## config.mk

```make
export PLATFORM = sky130hd
export DESIGN_NAME = launch_queue
export DESIGN_NICKNAME = d
export VERILOG_FILES = /design/src/rtl/gpu_pkg.sv /design/src/rtl/sync_fifo.sv /design/src/rtl/launch_queue.sv
export SDC_FILE = /design/constraint.sdc
export NUM_CORES = 1
export LEC_CHECK = 0
export ABC_AREA = 0
export CAP_MARGIN = 20
export CORE_MARGIN = 8
export CORE_UTILIZATION = 53
export DETAILED_ROUTE_END_ITERATION = 8
export PLACE_DENSITY = 0.79
export SETUP_SLACK_MARGIN = 0.15
export SYNTH_ARGS = -nofsm -noshare
export SYNTH_HDL_FRONTEND = slang
export SYNTH_SLANG_ARGS = --single-unit
```

## constraint.sdc

```tcl
create_clock -name clk -period 2.8 [get_ports clk]
set_input_delay 0.56 -clock clk [delete_from_list [all_inputs] [get_ports clk]]
set_output_delay 0.56 -clock clk [all_outputs]
set_load 0.02 [all_outputs]
```

## src/rtl/gpu_pkg.sv

```systemverilog
// rtl/gpu_pkg.sv - shared types and widths for the kernel launch sequencer
package gpu_pkg;
    localparam int THREAD_COUNT_W = 8;

    typedef enum logic [2:0] {
        IDLE,
        LOAD,
        RUN,
        DONE,
        ABORT
    } launch_state_t;
endpackage

```

## src/rtl/sync_fifo.sv

```systemverilog
// rtl/sync_fifo.sv - single-clock FIFO with extra-bit level counter
module sync_fifo #(
    parameter int WIDTH = 8,
    parameter int DEPTH = 4
) (
    input  logic                     clk,
    input  logic                     reset,
    input  logic                     wr_valid,
    output logic                     wr_ready,
    input  logic [WIDTH-1:0]         wr_data,
    input  logic                     rd_en,
    output logic [WIDTH-1:0]         rd_data,
    output logic [$clog2(DEPTH):0]   level
);
    localparam int AW = $clog2(DEPTH);
    localparam logic [AW:0] FULL_LVL = (AW + 1)'(DEPTH);

    logic [WIDTH-1:0] mem [DEPTH];
    logic [AW-1:0]    wr_ptr;
    logic [AW-1:0]    rd_ptr;
    logic             wr_fire;
    logic             rd_fire;

    // Ready depends only on stored level, so a full FIFO never accepts even if popping.
    assign wr_ready = (level != FULL_LVL);
    assign wr_fire  = wr_valid && wr_ready;
    assign rd_fire  = rd_en && (level != '0);
    assign rd_data  = mem[rd_ptr];

    always_ff @(posedge clk) begin
        if (wr_fire) begin
            mem[wr_ptr] <= wr_data;
        end
    end

    always_ff @(posedge clk or negedge reset) begin
        if (!reset) begin
            wr_ptr <= '0;
            rd_ptr <= '0;
            level  <= '0;
        end else begin
            if (wr_fire) begin
                wr_ptr <= wr_ptr + 1'b1;
            end
            if (rd_fire) begin
                rd_ptr <= rd_ptr + 1'b1;
            end
            case ({wr_fire, rd_fire})
                2'b10:   level <= level + 1'b1;
                2'b01:   level <= level - 1'b1;
                default: level <= level;
            endcase
        end
    end
endmodule

```

## src/rtl/launch_queue.sv

```systemverilog
// rtl/launch_queue.sv - buffers kernel launches and sequences them into the dispatch unit
module launch_queue
    import gpu_pkg::*;
#(
    parameter int DEPTH = 4,
    parameter int CNT_W = 16
) (
    input  logic                        clk,
    input  logic                        reset,
    input  logic                        push_valid,
    output logic                        push_ready,
    input  logic [THREAD_COUNT_W-1:0]   push_thread_count,
    input  logic                        abort,
    output logic                        disp_reset,
    output logic                        disp_start,
    output logic [THREAD_COUNT_W-1:0]   disp_thread_count,
    input  logic                        disp_done,
    output logic                        busy,
    output logic [$clog2(DEPTH):0]      queue_level,
    output logic                        kernel_done,
    output logic                        kernel_aborted,
    output logic [CNT_W-1:0]            kernels_completed
);
    localparam int LW = $clog2(DEPTH) + 1;

    launch_state_t               state;
    launch_state_t               next_state;
    logic                        pop;
    logic                        push_fire;
    logic [THREAD_COUNT_W-1:0]   head;

    sync_fifo #(
        .WIDTH (THREAD_COUNT_W),
        .DEPTH (DEPTH)
    ) u_fifo (
        .clk      (clk),
        .reset    (reset),
        .wr_valid (push_valid),
        .wr_ready (push_ready),
        .wr_data  (push_thread_count),
        .rd_en    (pop),
        .rd_data  (head),
        .level    (queue_level)
    );

    assign push_fire = push_valid && push_ready;

    // The head is popped on the IDLE->LOAD edge so LOAD already sees its thread count.
    always_comb begin
        next_state = state;
        pop        = 1'b0;
        case (state)
            IDLE: begin
                if (queue_level != '0) begin
                    next_state = LOAD;
                    pop        = 1'b1;
                end
            end
            LOAD:    next_state = (disp_thread_count == '0) ? DONE : RUN;
            RUN: begin
                if (abort) begin
                    next_state = ABORT;
                end else if (disp_done) begin
                    next_state = DONE;
                end
            end
            DONE:    next_state = IDLE;
            ABORT:   next_state = IDLE;
            default: next_state = IDLE;
        endcase
    end

    // Outputs are registered from next_state so they line up with the state they describe.
    always_ff @(posedge clk or negedge reset) begin
        if (!reset) begin
            state             <= IDLE;
            disp_reset        <= 1'b1;
            disp_start        <= 1'b0;
            disp_thread_count <= '0;
            busy              <= 1'b0;
            kernel_done       <= 1'b0;
            kernel_aborted    <= 1'b0;
            kernels_completed <= '0;
        end else begin
            state          <= next_state;
            disp_reset     <= (next_state != RUN);
            disp_start     <= (next_state == RUN);
            kernel_done    <= (next_state == DONE) || (next_state == ABORT);
            kernel_aborted <= (next_state == ABORT);
            busy           <= (next_state != IDLE) || push_fire || (queue_level > LW'(pop));
            if (pop) begin
                disp_thread_count <= head;
            end
            if (next_state == DONE) begin
                kernels_completed <= kernels_completed + 1'b1;
            end
        end
    end
endmodule

```

==> run summary <==
Hold Worst Slack: 0.325 ns
post-DR wirelength/cell: 18.3 um
Residual DRC: 0
Critical Path Start Type: register
adder-cell share of the synthesized area: 3.57%
status: complete, no violations
Slew Limit Fails: 0
FF-to-FF path depth: 10
Setup CP Type: reg -> out
first-pass GRT wire length: 10100 um
CP max FO: 6
async set or reset register ratio after synthesis: 54.9%
DIE WIDTH: 91.4 um
Worst-path clk slew: 0.07 ns
setup slack after layout: 0.545 ns
largest vdd supply drop: 0.482 mV
main combinational cell family by area after synthesis: multiplexers
endpoints failing setup: 0
Yosys top cell by area: edfxtp_1
Multi-input gate area: 1010 sq um
multiplexer area fraction after synthesis: 10.0%
Yosys top cell area share: 31.9%
Critical R2R Capture: u_fifo.level[2]
P per Cell Area: 1000 nW/um^2
hold_buf cts: 0
postcts setup bufs: 0
largest net degree at the start of global routing: 40
Fillers: 386
antenna violations before repair: 0
Seq/Total Area, Yosys: 64.3%
Hold Vio Cnt, Final: 0
Compound-Gate Fraction of Synth Area: 4.61%
skew final: 0.00739 ns
CTS max path bufs: 2
Synth Cell Area: 3010 sq um
Ant. Diodes: 0
final period utilization: 80.5%
Worst EP arrival: 1.70 ns
Synth Area in Simple Gates: 9.09%
RSZ-0062 raised after global routing: no
cell area after layout: 3710 sq um
row cnt: 27
Num CTS Buffers: 9
Initial Util: 54.7%
Via density: 5.66
syn nets: 220
HPWL Detailed: 4270 um
vias: 1869
share of cells above drive strength 1: 15.1%
Worst Tran Pin Value: 0.846 ns
Layout area overhead: 23.3%
Max Cap Viol: 0
Slew Limit Headroom: 43.6%
Buffers on Ports: 45
CTS tree: done
worst slack, placed: 0.255 ns
H-Tree Depth: 3
XOR/XNOR share of the synthesized area: 6.10%
Mean Syn Cell Area: 15.1 sq um
Synth Warn #: 0
CP endpoint kind: output pin
r2r startpoint: u_fifo.level[0]
final wirelength: 6040 um
nets: 274
number of synthesized flops with an enable pin: 32
core area: 5510 sq um
Die ar.: 8350 sq um
Synth Register Bits: 71
Routed Antenna Nets: 0
Period minus WS final: 2.26 ns
DR pass1 iterations: 4
fmax: 443 MHz
final setup TNS: 0 ns
Worst Hold Class: in -> async
drt initial violations: 101
worst-skew pair later-pin latency: 0.33 ns
clk root buf: clkbuf_8
Crit path required time: 2.24 ns
Reg area: 1940 sq um
grt ovf: 0
CTS Sinks: 71
LEAKAGE: 1.52 nW
FF-to-FF setup slack: 0.57 ns
post-cts sizing count: 0
Synth area leaders: edfxtp_1, dfrtp_1, mux4_2, xor2_1, mux2_2
Top FF cell, synth: dfrtp_1
vias in the first global route: 2071
Power Total: 3.72 mW
Total GRT Usage: 15.4%
Placed Area: 3550 sq um
Mapped Cells: 199
Synth cell types: 34
Die H: 91.4 um
GPL Wtd Cong: 0.869
I/O Pins: 46
[synthesized netlist by cell type (2+ instances only)]
cell / n
buf_1: 2
and4_1: 2
ha_1: 7
mux4_2: 8
a21oi_1: 3
and2_1: 2
mux2_2: 10
nand2_1: 10
xnor2_1: 5
nor2_1: 2
dfrtp_1: 38
a211oi_1: 6
xor2_1: 16
nand3b_1: 2
nand3_1: 8
nor4_1: 3
a2111oi_0: 5
buf_2: 3
and3_1: 8
nand4_1: 3
edfxtp_1: 32
nor3_1: 3
inv_1: 10
[how the worst max path moves through the flow]
stage	start	to	slack [ns]	cells past startpoint
final	u_fifo.level[0]	push_ready	0.54	3
after global routing	u_fifo.level[0]	push_ready	0.43	3
after CTS	u_fifo.level[0]	push_ready	0.53	3
after detailed placement	abort	kernels_completed[12]	0.26	5
after global placement	abort	kernels_completed[9]	0.39	5
after floorplan	u_fifo.level[2]	u_fifo.level[2]	0.30	9
[layout by cell type (no fill, tap or decap), types with 2 or more instances in the layout]
| cell | count |
|---|---|
| a2111oi_0 | 5 |
| a211oi_1 | 6 |
| a21oi_1 | 3 |
| and2_1 | 2 |
| and3_1 | 8 |
| and4_1 | 2 |
| buf_4 | 4 |
| clkbuf_1 | 3 |
| clkbuf_8 | 9 |
| clkdlybuf4s50_1 | 44 |
| clkinv_2 | 2 |
| dfrtp_1 | 38 |
| edfxtp_1 | 32 |
| ha_1 | 7 |
| inv_1 | 10 |
| mux2_2 | 10 |
| mux4_2 | 8 |
| nand2_1 | 10 |
| nand3_1 | 8 |
| nand3b_1 | 2 |
| nand4_1 | 3 |
| nor2_1 | 2 |
| nor3_1 | 3 |
| nor4_1 | 2 |
| xnor2_1 | 5 |
| xor2_1 | 16 |
[per-layer routing]
layer | vias up | GRT usage (%) | routed length (um)
met5 | - | 0 | 0
met4 | 0 | 10.4 | 159
met3 | 14 | 4.20 | 397
met2 | 67 | 24.5 | 3060
met1 | 934 | 17.8 | 2420
li1 | 854 | - | -
[stage by stage]
step | util (%) | cells
global route | 67.4 | 330
CTS | 67.4 | 330
global placement | 64.6 | 314
finish | 67.4 | 330
detailed placement | 64.6 | 314
floorplan | - | 199
[state kept, by name, summed over array words and instances (netlist names)]
signal and cells:
disp_reset 1, u_fifo.rd_ptr 2, disp_start 1, u_fifo.level 3, kernel_done 1, kernel_aborted 1, disp_thread_count 8, busy 1
u_fifo.wr_ptr 2, kernels_completed 16, state 3, u_fifo.mem 32
[cells by family after synthesis]
logic type,after synthesis
and+or+nand+nor,48
xor gates and xnor gates,21
buffers and inverters,16
muxes,19
DFF,71
adders and majority gates,8
AOI/OAI and AO/OA,16
[worst max-delay path, stage by stage (launching register included)]
cell	delay [ns]
dfrtp_1	0.42
inv_1	0.12
nand3_1	0.19
clkdlybuf4s50_1	0.64
[power breakdown]
part / leakage [nW] / switching, mW / internal, mW / total (mW)
clock: 0.0807 / 0.362 / 0.320 / 0.682
combinational: 0.663 / 0.678 / 0.698 / 1.38
sequential: 0.778 / 0.270 / 1.39 / 1.66
[layout make-up]
type	instances	area share [%]
inverter	10	1.01
tap	72	2.43
sequential	71	52.2
timing repair buffer	49	12.8
clock inverter	4	0.640
clock buffer	12	3.64
multi-input combinational	112	27.3
No activity file was read; power rests on OpenSTA's default activity.
